[src/rtl/cache_ram_arbiter.sv]
// Clears the 128 x 64 cache line RAM after reset/flush, then shares its single port between core (A) and refill (B).
// Define RAM_ARB_FIXED_PRIO_EN to give B fixed priority over A instead of round-robin arbitration.
module cache_ram_arbiter #(
    parameter int ENTRIES = 128,
    parameter int INDEX_W = 7,
    parameter int DATA_W  = 64
) (
    input  logic               clk,
    input  logic               rstn,
    input  logic               flush_req,
    output logic               init_done,

    input  logic               a_req,
    input  logic               a_we,
    input  logic [INDEX_W-1:0] a_index,
    input  logic [DATA_W-1:0]  a_wmask,
    input  logic [DATA_W-1:0]  a_wdata,
    output logic               a_gnt,
    output logic               a_rvalid,
    output logic [DATA_W-1:0]  a_rdata,

    input  logic               b_req,
    input  logic               b_we,
    input  logic [INDEX_W-1:0] b_index,
    input  logic [DATA_W-1:0]  b_wmask,
    input  logic [DATA_W-1:0]  b_wdata,
    output logic               b_gnt,
    output logic               b_rvalid,
    output logic [DATA_W-1:0]  b_rdata,

    output logic [INDEX_W-1:0] ram_index,
    output logic               ram_wen,
    output logic [DATA_W-1:0]  ram_wmask,
    output logic [DATA_W-1:0]  ram_wdata,
    input  logic [DATA_W-1:0]  ram_rdata
);

    typedef enum logic {
        CLEAR,
        IDLE
    } state_t;

    state_t             state;
    state_t             state_next;
    logic [INDEX_W-1:0] clr_cnt;
    logic [INDEX_W-1:0] idx_hold;
    logic               clr_last;
    logic               idle_ok;

    assign clr_last  = (clr_cnt == INDEX_W'(ENTRIES - 1));
    assign idle_ok   = (state == IDLE) && !flush_req;
    assign init_done = (state == IDLE);

    always_ff @(posedge clk or negedge rstn) begin
        if (!rstn) begin
            state <= CLEAR;
        end else begin
            state <= state_next;
        end
    end

    always_comb begin
        state_next = state;
        case (state)
            CLEAR:   if (clr_last) state_next = IDLE;
            IDLE:    if (flush_req) state_next = CLEAR;
            default: state_next = CLEAR;
        endcase
    end

    always_ff @(posedge clk or negedge rstn) begin
        if (!rstn) begin
            clr_cnt <= '0;
        end else if (state == CLEAR) begin
            clr_cnt <= clr_last ? '0 : clr_cnt + 1'b1;
        end else begin
            clr_cnt <= '0;
        end
    end

`ifdef RAM_ARB_FIXED_PRIO_EN
    assign b_gnt = idle_ok & b_req;
    assign a_gnt = idle_ok & a_req & ~b_req;
`else
    // last_b = 1 means B was granted most recently, so A wins the next conflict
    logic last_b;

    assign a_gnt = idle_ok & a_req & (~b_req | last_b);
    assign b_gnt = idle_ok & b_req & (~a_req | ~last_b);

    always_ff @(posedge clk or negedge rstn) begin
        if (!rstn) begin
            last_b <= 1'b1;
        end else if (a_gnt | b_gnt) begin
            last_b <= b_gnt;
        end
    end
`endif

    always_comb begin
        ram_index = idx_hold;
        ram_wen   = 1'b0;
        ram_wmask = '0;
        ram_wdata = '0;
        if (state == CLEAR) begin
            ram_index = clr_cnt;
            ram_wen   = 1'b1;
            ram_wmask = '1;
        end else if (a_gnt) begin
            ram_index = a_index;
            ram_wen   = a_we;
            ram_wmask = a_wmask;
            ram_wdata = a_wdata;
        end else if (b_gnt) begin
            ram_index = b_index;
            ram_wen   = b_we;
            ram_wmask = b_wmask;
            ram_wdata = b_wdata;
        end
    end

    // Idle cycles keep the last index on the RAM so its address lines stay quiet
    always_ff @(posedge clk or negedge rstn) begin
        if (!rstn) begin
            idx_hold <= '0;
        end else begin
            idx_hold <= ram_index;
        end
    end

    always_ff @(posedge clk or negedge rstn) begin
        if (!rstn) begin
            a_rvalid <= 1'b0;
            b_rvalid <= 1'b0;
            a_rdata  <= '0;
            b_rdata  <= '0;
        end else begin
            a_rvalid <= a_gnt & ~a_we;
            b_rvalid <= b_gnt & ~b_we;
            if (a_gnt && !a_we) a_rdata <= ram_rdata;
            if (b_gnt && !b_we) b_rdata <= ram_rdata;
        end
    end

endmodule

[config.mk]
export PLATFORM = sky130hd
export DESIGN_NAME = cache_ram_arbiter
export DESIGN_NICKNAME = d
export VERILOG_FILES = /design/src/rtl/cache_ram_arbiter.sv
export SDC_FILE = /design/constraint.sdc
export NUM_CORES = 1
export LEC_CHECK = 0
export CORE_AREA = 8 8 230 232
export CTS_BUF_LIST = sky130_fd_sc_hd__clkbuf_8
export DETAILED_ROUTE_END_ITERATION = 7
export DIE_AREA = 0 0 238 240
export PLACE_DENSITY_LB_ADDON = 0.15
export SLEW_MARGIN = 40
export SYNTH_ARGS = -nofsm -noshare
export SYNTH_HDL_FRONTEND = slang
export SYNTH_SLANG_ARGS = --single-unit
[constraint.sdc]
create_clock -name clk -period 5.2 [get_ports clk]
set_clock_uncertainty 0.2 [all_clocks]
set_input_delay 1.3 -clock clk [delete_from_list [all_inputs] [get_ports clk]]
set_output_delay 1.3 -clock clk [all_outputs]
set_load 0.01 [all_outputs]
Word level (Yosys, flattened, before mapping)
Index checks and enable logic that the tools add are counted.
Storage, ports and cells
  bits of input ports: 341
  word-level logic and storage cells: 48
  flip-flop bits (word level): 146
Cells by class
  equal/unequal tests: 1
  $add $sub $neg: 1
  bitwise logic cells: 15
  reduce and logical (&&, ||, !) cells: 6
  multiplexer cells: 17
Operators by type and width (number)
  $mux 64: 6
  $mux 7: 5
  $add 7x1->7 const B: 1
  $eq 7x7->1 const B: 1
  $and 1x1->1: 6
  $not 1->1: 6
  $mux 1: 5
  $logic_and 1x1->1: 3
  $logic_not 1->1: 3
  $or 1x1->1: 3
  $pmux 1 s2: 1

Longest topological paths before layout
  depth in word-level cells: 7
  gate-level depth with buffers: 6
  gate-level depth less buffers: 5

Least setup slack after synthesis
Ideal clock, no wire load.
  path kind: input -> output
  from: input b_req
  to: output ram_index[0]
  setup slack: 1388 ps
  stages on the path: 4
  data arrival time: 2312 ps
  data required time: 3700 ps
  buffers on the path: 0
  cells stage by stage: and3b_2 -> nand2_4 -> mux2_1 -> a221o_1
Between the ends
  cells in the longest elaborated chain, start to end: 5
RTL lines
  from (decl): RTL line 22  | input logic b_req,
  $and 1x1->1 / $not 1->1 (equally long branches): RTL line 89, 88
  $and 1x1->1 / $or 1x1->1 (equally long branches): RTL line 89, 88
  $mux 7 / $and 1x1->1 (equally long branches): RTL line 114, 88
  $mux 7 (*): RTL line 109  | end else if (a_gnt) begin
  $mux 7 (*): RTL line 105  | if (state == CLEAR) begin
  to (decl): RTL line 31  | output logic [INDEX_W-1:0] ram_index,
Every way passes the cells marked *; elsewhere a longest branch is shown, timed or not.

Worst setup path in the final report
  from: input flush_req
  to: output ram_wmask[28]
Between the ends
  cells in the longest elaborated chain, start to end: 7
RTL lines
  from (decl): RTL line 10  | input logic flush_req,
  $logic_not 1->1 (*): RTL line 51  | assign idle_ok = (state == IDLE) && !flush_req;
  $logic_and 1x1->1 (*): RTL line 51
  $and 1x1->1 (2 in series): RTL line 89  | assign b_gnt = idle_ok & b_req & (~a_req | ~last_b);
  $mux 64: RTL line 114  | end else if (b_gnt) begin
  $mux 64 (*): RTL line 109
  $mux 64 (*): RTL line 105
  to (decl): RTL line 33  | output logic [DATA_W-1:0] ram_wmask,
Marked as above.

==> results.md <==
- Status: finished, final reports clean
- Number of buffers added on ports: approximately 610
- Post-Syn Area: about 7000 µm²
- Number of synthesized flops with an enable pin: 0
- Vias in the first global route: 7851
- Peak Freq: about 200 MHz
- Worst setup path class: in2out
- Min-Delay Path Class: reg2reg
- CP dominant cell by count: clkdlybuf4s50_1
- Vias: 7530
- Avg Inst Size Synth: 13.7 µm²
- Leading area contributor after synthesis: dfrtp_1
- Syn_nets: approximately 860
- Setup TNS: 0 ns
- Post-CTS Hold Buffers: 0
- Fillcell total: ~5100
- Die X-Extent: approximately 240 µm
- Die Area: around 57000 µm²
- Startpoint Class: primary input
- R2R depth: 6
- Number of clock sinks: between 100 and 150
- Initial core utilization: approximately 14%
- H-tree Lvls: 4
- Tightest Pin Transition: about 0.64 ns
- Remaining DRCs: 0
- Share of cells above drive strength 1: 9.41%
- Top-count cell post-synth: dfrtp_1
- Global-route wire length before repair: 69300 µm
- FF/Latch Area: 3650 µm²
- CTS tree: yes
- HP Start: a_rdata[24]$_DFFE_PN0P_
- Critical path, cell by cell: clkdlybuf4s50_1 > and2b_1 > nand3_2 > inv_4 > buf_4 > a221o_1 > clkdlybuf4s50_1
- Skew-Pair Late Insertion Delay: roughly 0.49 ns
- Largest cells by area after synthesis: dfrtp_1, mux2_1, a221o_1
- Post-Route WL: about 53000 µm
- Endpoints failing setup: 0
- Post-CTS setup buffer count: 0
- CP Data Required Time: 3.70 ns
- Area of the multi-input gates: between 3000 and 4000 µm²
- CTS root buf: clkbuf_8
- Period Utilization, post-route: just under 100%
- CP max stage cell: clkdlybuf4s50_1
- Global route overflow: 0
- Routed len/inst: 29.2 µm
- Remaining antenna violation count: 0
- Placed inst area: about 14000 µm²
- Hpwl dp: between 40000 and 50000 µm
- Synth-to-layout area growth: 106%
- Row Count: 82
- Delay of the slowest cell on the worst path: roughly 0.61 ns
- Clock Path Buffers: 2
- Asr flop ratio synth: 100%
- CTS Buf Count: 17
- Ys Warns: 0
- Cells after Synth: roughly 520
- Yosys reg bits: 146
- Ports: slightly above 600
- Sw frac: between 20% and 30%
- Slew Limit Headroom: between 50% and 60%
- 1st-pass router iterations: 4
- Largest net degree at the start of global routing: around 100
- Internal: ~1900 µW
- Avg Vias per Cell: ~4.2
- Flop pwr share: around 47%
- Distinct cells, synth: 36
- Clock Power Share: 40.4%
- Core area: 49500 µm²
- Global Route Usage Sum: between 10% and 20%
- Final instance area: roughly 14000 µm²
- Worst Setup SP: flush_req
- CP max FO: 22
- Reg-to-reg startpoint: init_done$_DFF_PN0_
- Initial antenna violation count: 13
- Max_cap viols: 0
- Iter 0 DRT Violations: approximately 490
- Synth Flop Type: dfrtp_1
- RSZ-0062 raised after global routing: no
- # resized after CTS: 0
- Total net switching power: about 570 µW
- Arr. time, crit path: between 3 and 4 ns
- Min Tclk post-route: 5.05 ns
- Hold WS: approximately 0.29 ns
- Sequential area share after synthesis: roughly 52%
- Final core utilization: between 20 and 30%
- Post-synth top cells: dfrtp_1, mux2_1, a221o_1
- Hold Vio Cnt, Final: 0
- Comb power frac: between 10% and 20%
- Power Dens Cells: 168 nW/µm²
- Yosys top cell area share: 51.6%
- Die Height: approximately 240 µm
- Fin nets: 1466
- Power, Total: 2440 µW
- Worst reg2reg endpoint: a_rdata[31]$_DFFE_PN0P_
- Depth of the worst hold-timing path: 1
- Max VDD drop: roughly 0.18 mV
- FF-to-FF setup slack: roughly 2.3 ns
- Clk slew on worst S/H paths: ~0.080 ns
- Slew Limit Fails: 0
- Worst Hold End: a_rdata[24]$_DFFE_PN0P_
- GP Congestion: between 1 and 1.5
- Static leakage: around 0.0061 µW
- CP Capture Type: primary output
[power by group through the flow]
stage	Sequential (µW)	Combinational, µW	Clock (µW)
floorplan	1160	3.16	0
global placement	1160	316	0
detailed placement	1160	314	0
CTS	1130	316	1050
global route	1130	335	1080
finish	1130	317	985
[cell type report]
type	count	area share, %
Inverter	3	0.130
Multi-Input combinational cell	316	21.1
Timing Repair Buffer	640	44.8
Tap cell	672	5.81
Antenna cell	5	0.0864
Sequential cell	146	25.2
Clock buffer	19	1.81
Clock inverter	13	1.10
[worst max-delay path, delay by kind of cell]
kind	cells	cell delay, ns
buf+inv	4	1.50
simple gates	2	0.38
compound gates	1	0.35
[per-layer routing]
| layer | GRT usage [%] | part of all wire [%] |
|---|---|---|
| met3 | 7.16 | 9.5 |
| met1 | 21.4 | 41 |
| met4 | 4.58 | 1.7 |
| met2 | 28.3 | 48 |
| met5 | 0 | 0.045 |
[stage by stage]
step                      cells  worst slack [ns]
after floorplan             515              1.39
after global placement     1775             0.185
after detailed placement   1776             0.187
after CTS                  1808             0.175
after global routing       1812             0.112
final                      1814             0.148
[kinds of logic (layout without fill, tap and decap cells)]
kind of cell / Yosys count / after routing / synth area share, %
fa+ha+maj: 1 / 1 / 0.178
compound gates: 150 / 150 / 19.4
other cells: 0 / 5 / 0
mux: 129 / 129 / 20.6
flops: 146 / 146 / 51.9
buf+inv: 53 / 675 / 4.89
xor+xnor: 4 / 4 / 0.498
simple gates: 32 / 32 / 2.47
[worst max path at each step]
| stage | slack [ns] | depth (start not counted) | endpoint |
|---|---|---|---|
| 2_1_floorplan | 1.39 | 4 | ram_index[0] |
| 3_3_place_gp | 0.18 | 8 | ram_index[6] |
| 3_5_place_dp | 0.19 | 8 | ram_index[6] |
| 4_1_cts | 0.18 | 8 | ram_index[6] |
| 5_1_grt | 0.11 | 8 | ram_index[6] |
| 6_report | 0.15 | 7 | ram_wmask[28] |
[registers in the layout (all words and copies together) (netlist names)]
| name | cells |
|---|---|
| a_rvalid | 1 |
| b_rvalid | 1 |
| last_b | 1 |
| idx_hold | 7 |
| init_done | 1 |
| a_rdata | 64 |
| b_rdata | 64 |
| clr_cnt | 7 |
[layout by cell type (no fill, tap or decap), drive strengths merged, types with 2 or more instances in the layout]
| cell type | n |
|---|---|
| nand2 | 15 |
| clkbuf | 19 |
| xnor2 | 3 |
| nand3 | 3 |
| a21boi | 2 |
| nor2 | 4 |
| clkdlybuf4s50 | 602 |
| inv | 7 |
| a31oi | 6 |
| mux2 | 129 |
| bufinv | 3 |
| a221o | 66 |
| buf | 38 |
| diode | 5 |
| dfrtp | 145 |
| and2 | 2 |
| clkinv | 5 |
| o22ai | 5 |
| nor2b | 3 |
| a22o | 65 |
No activity file was read; power rests on OpenSTA's default activity.
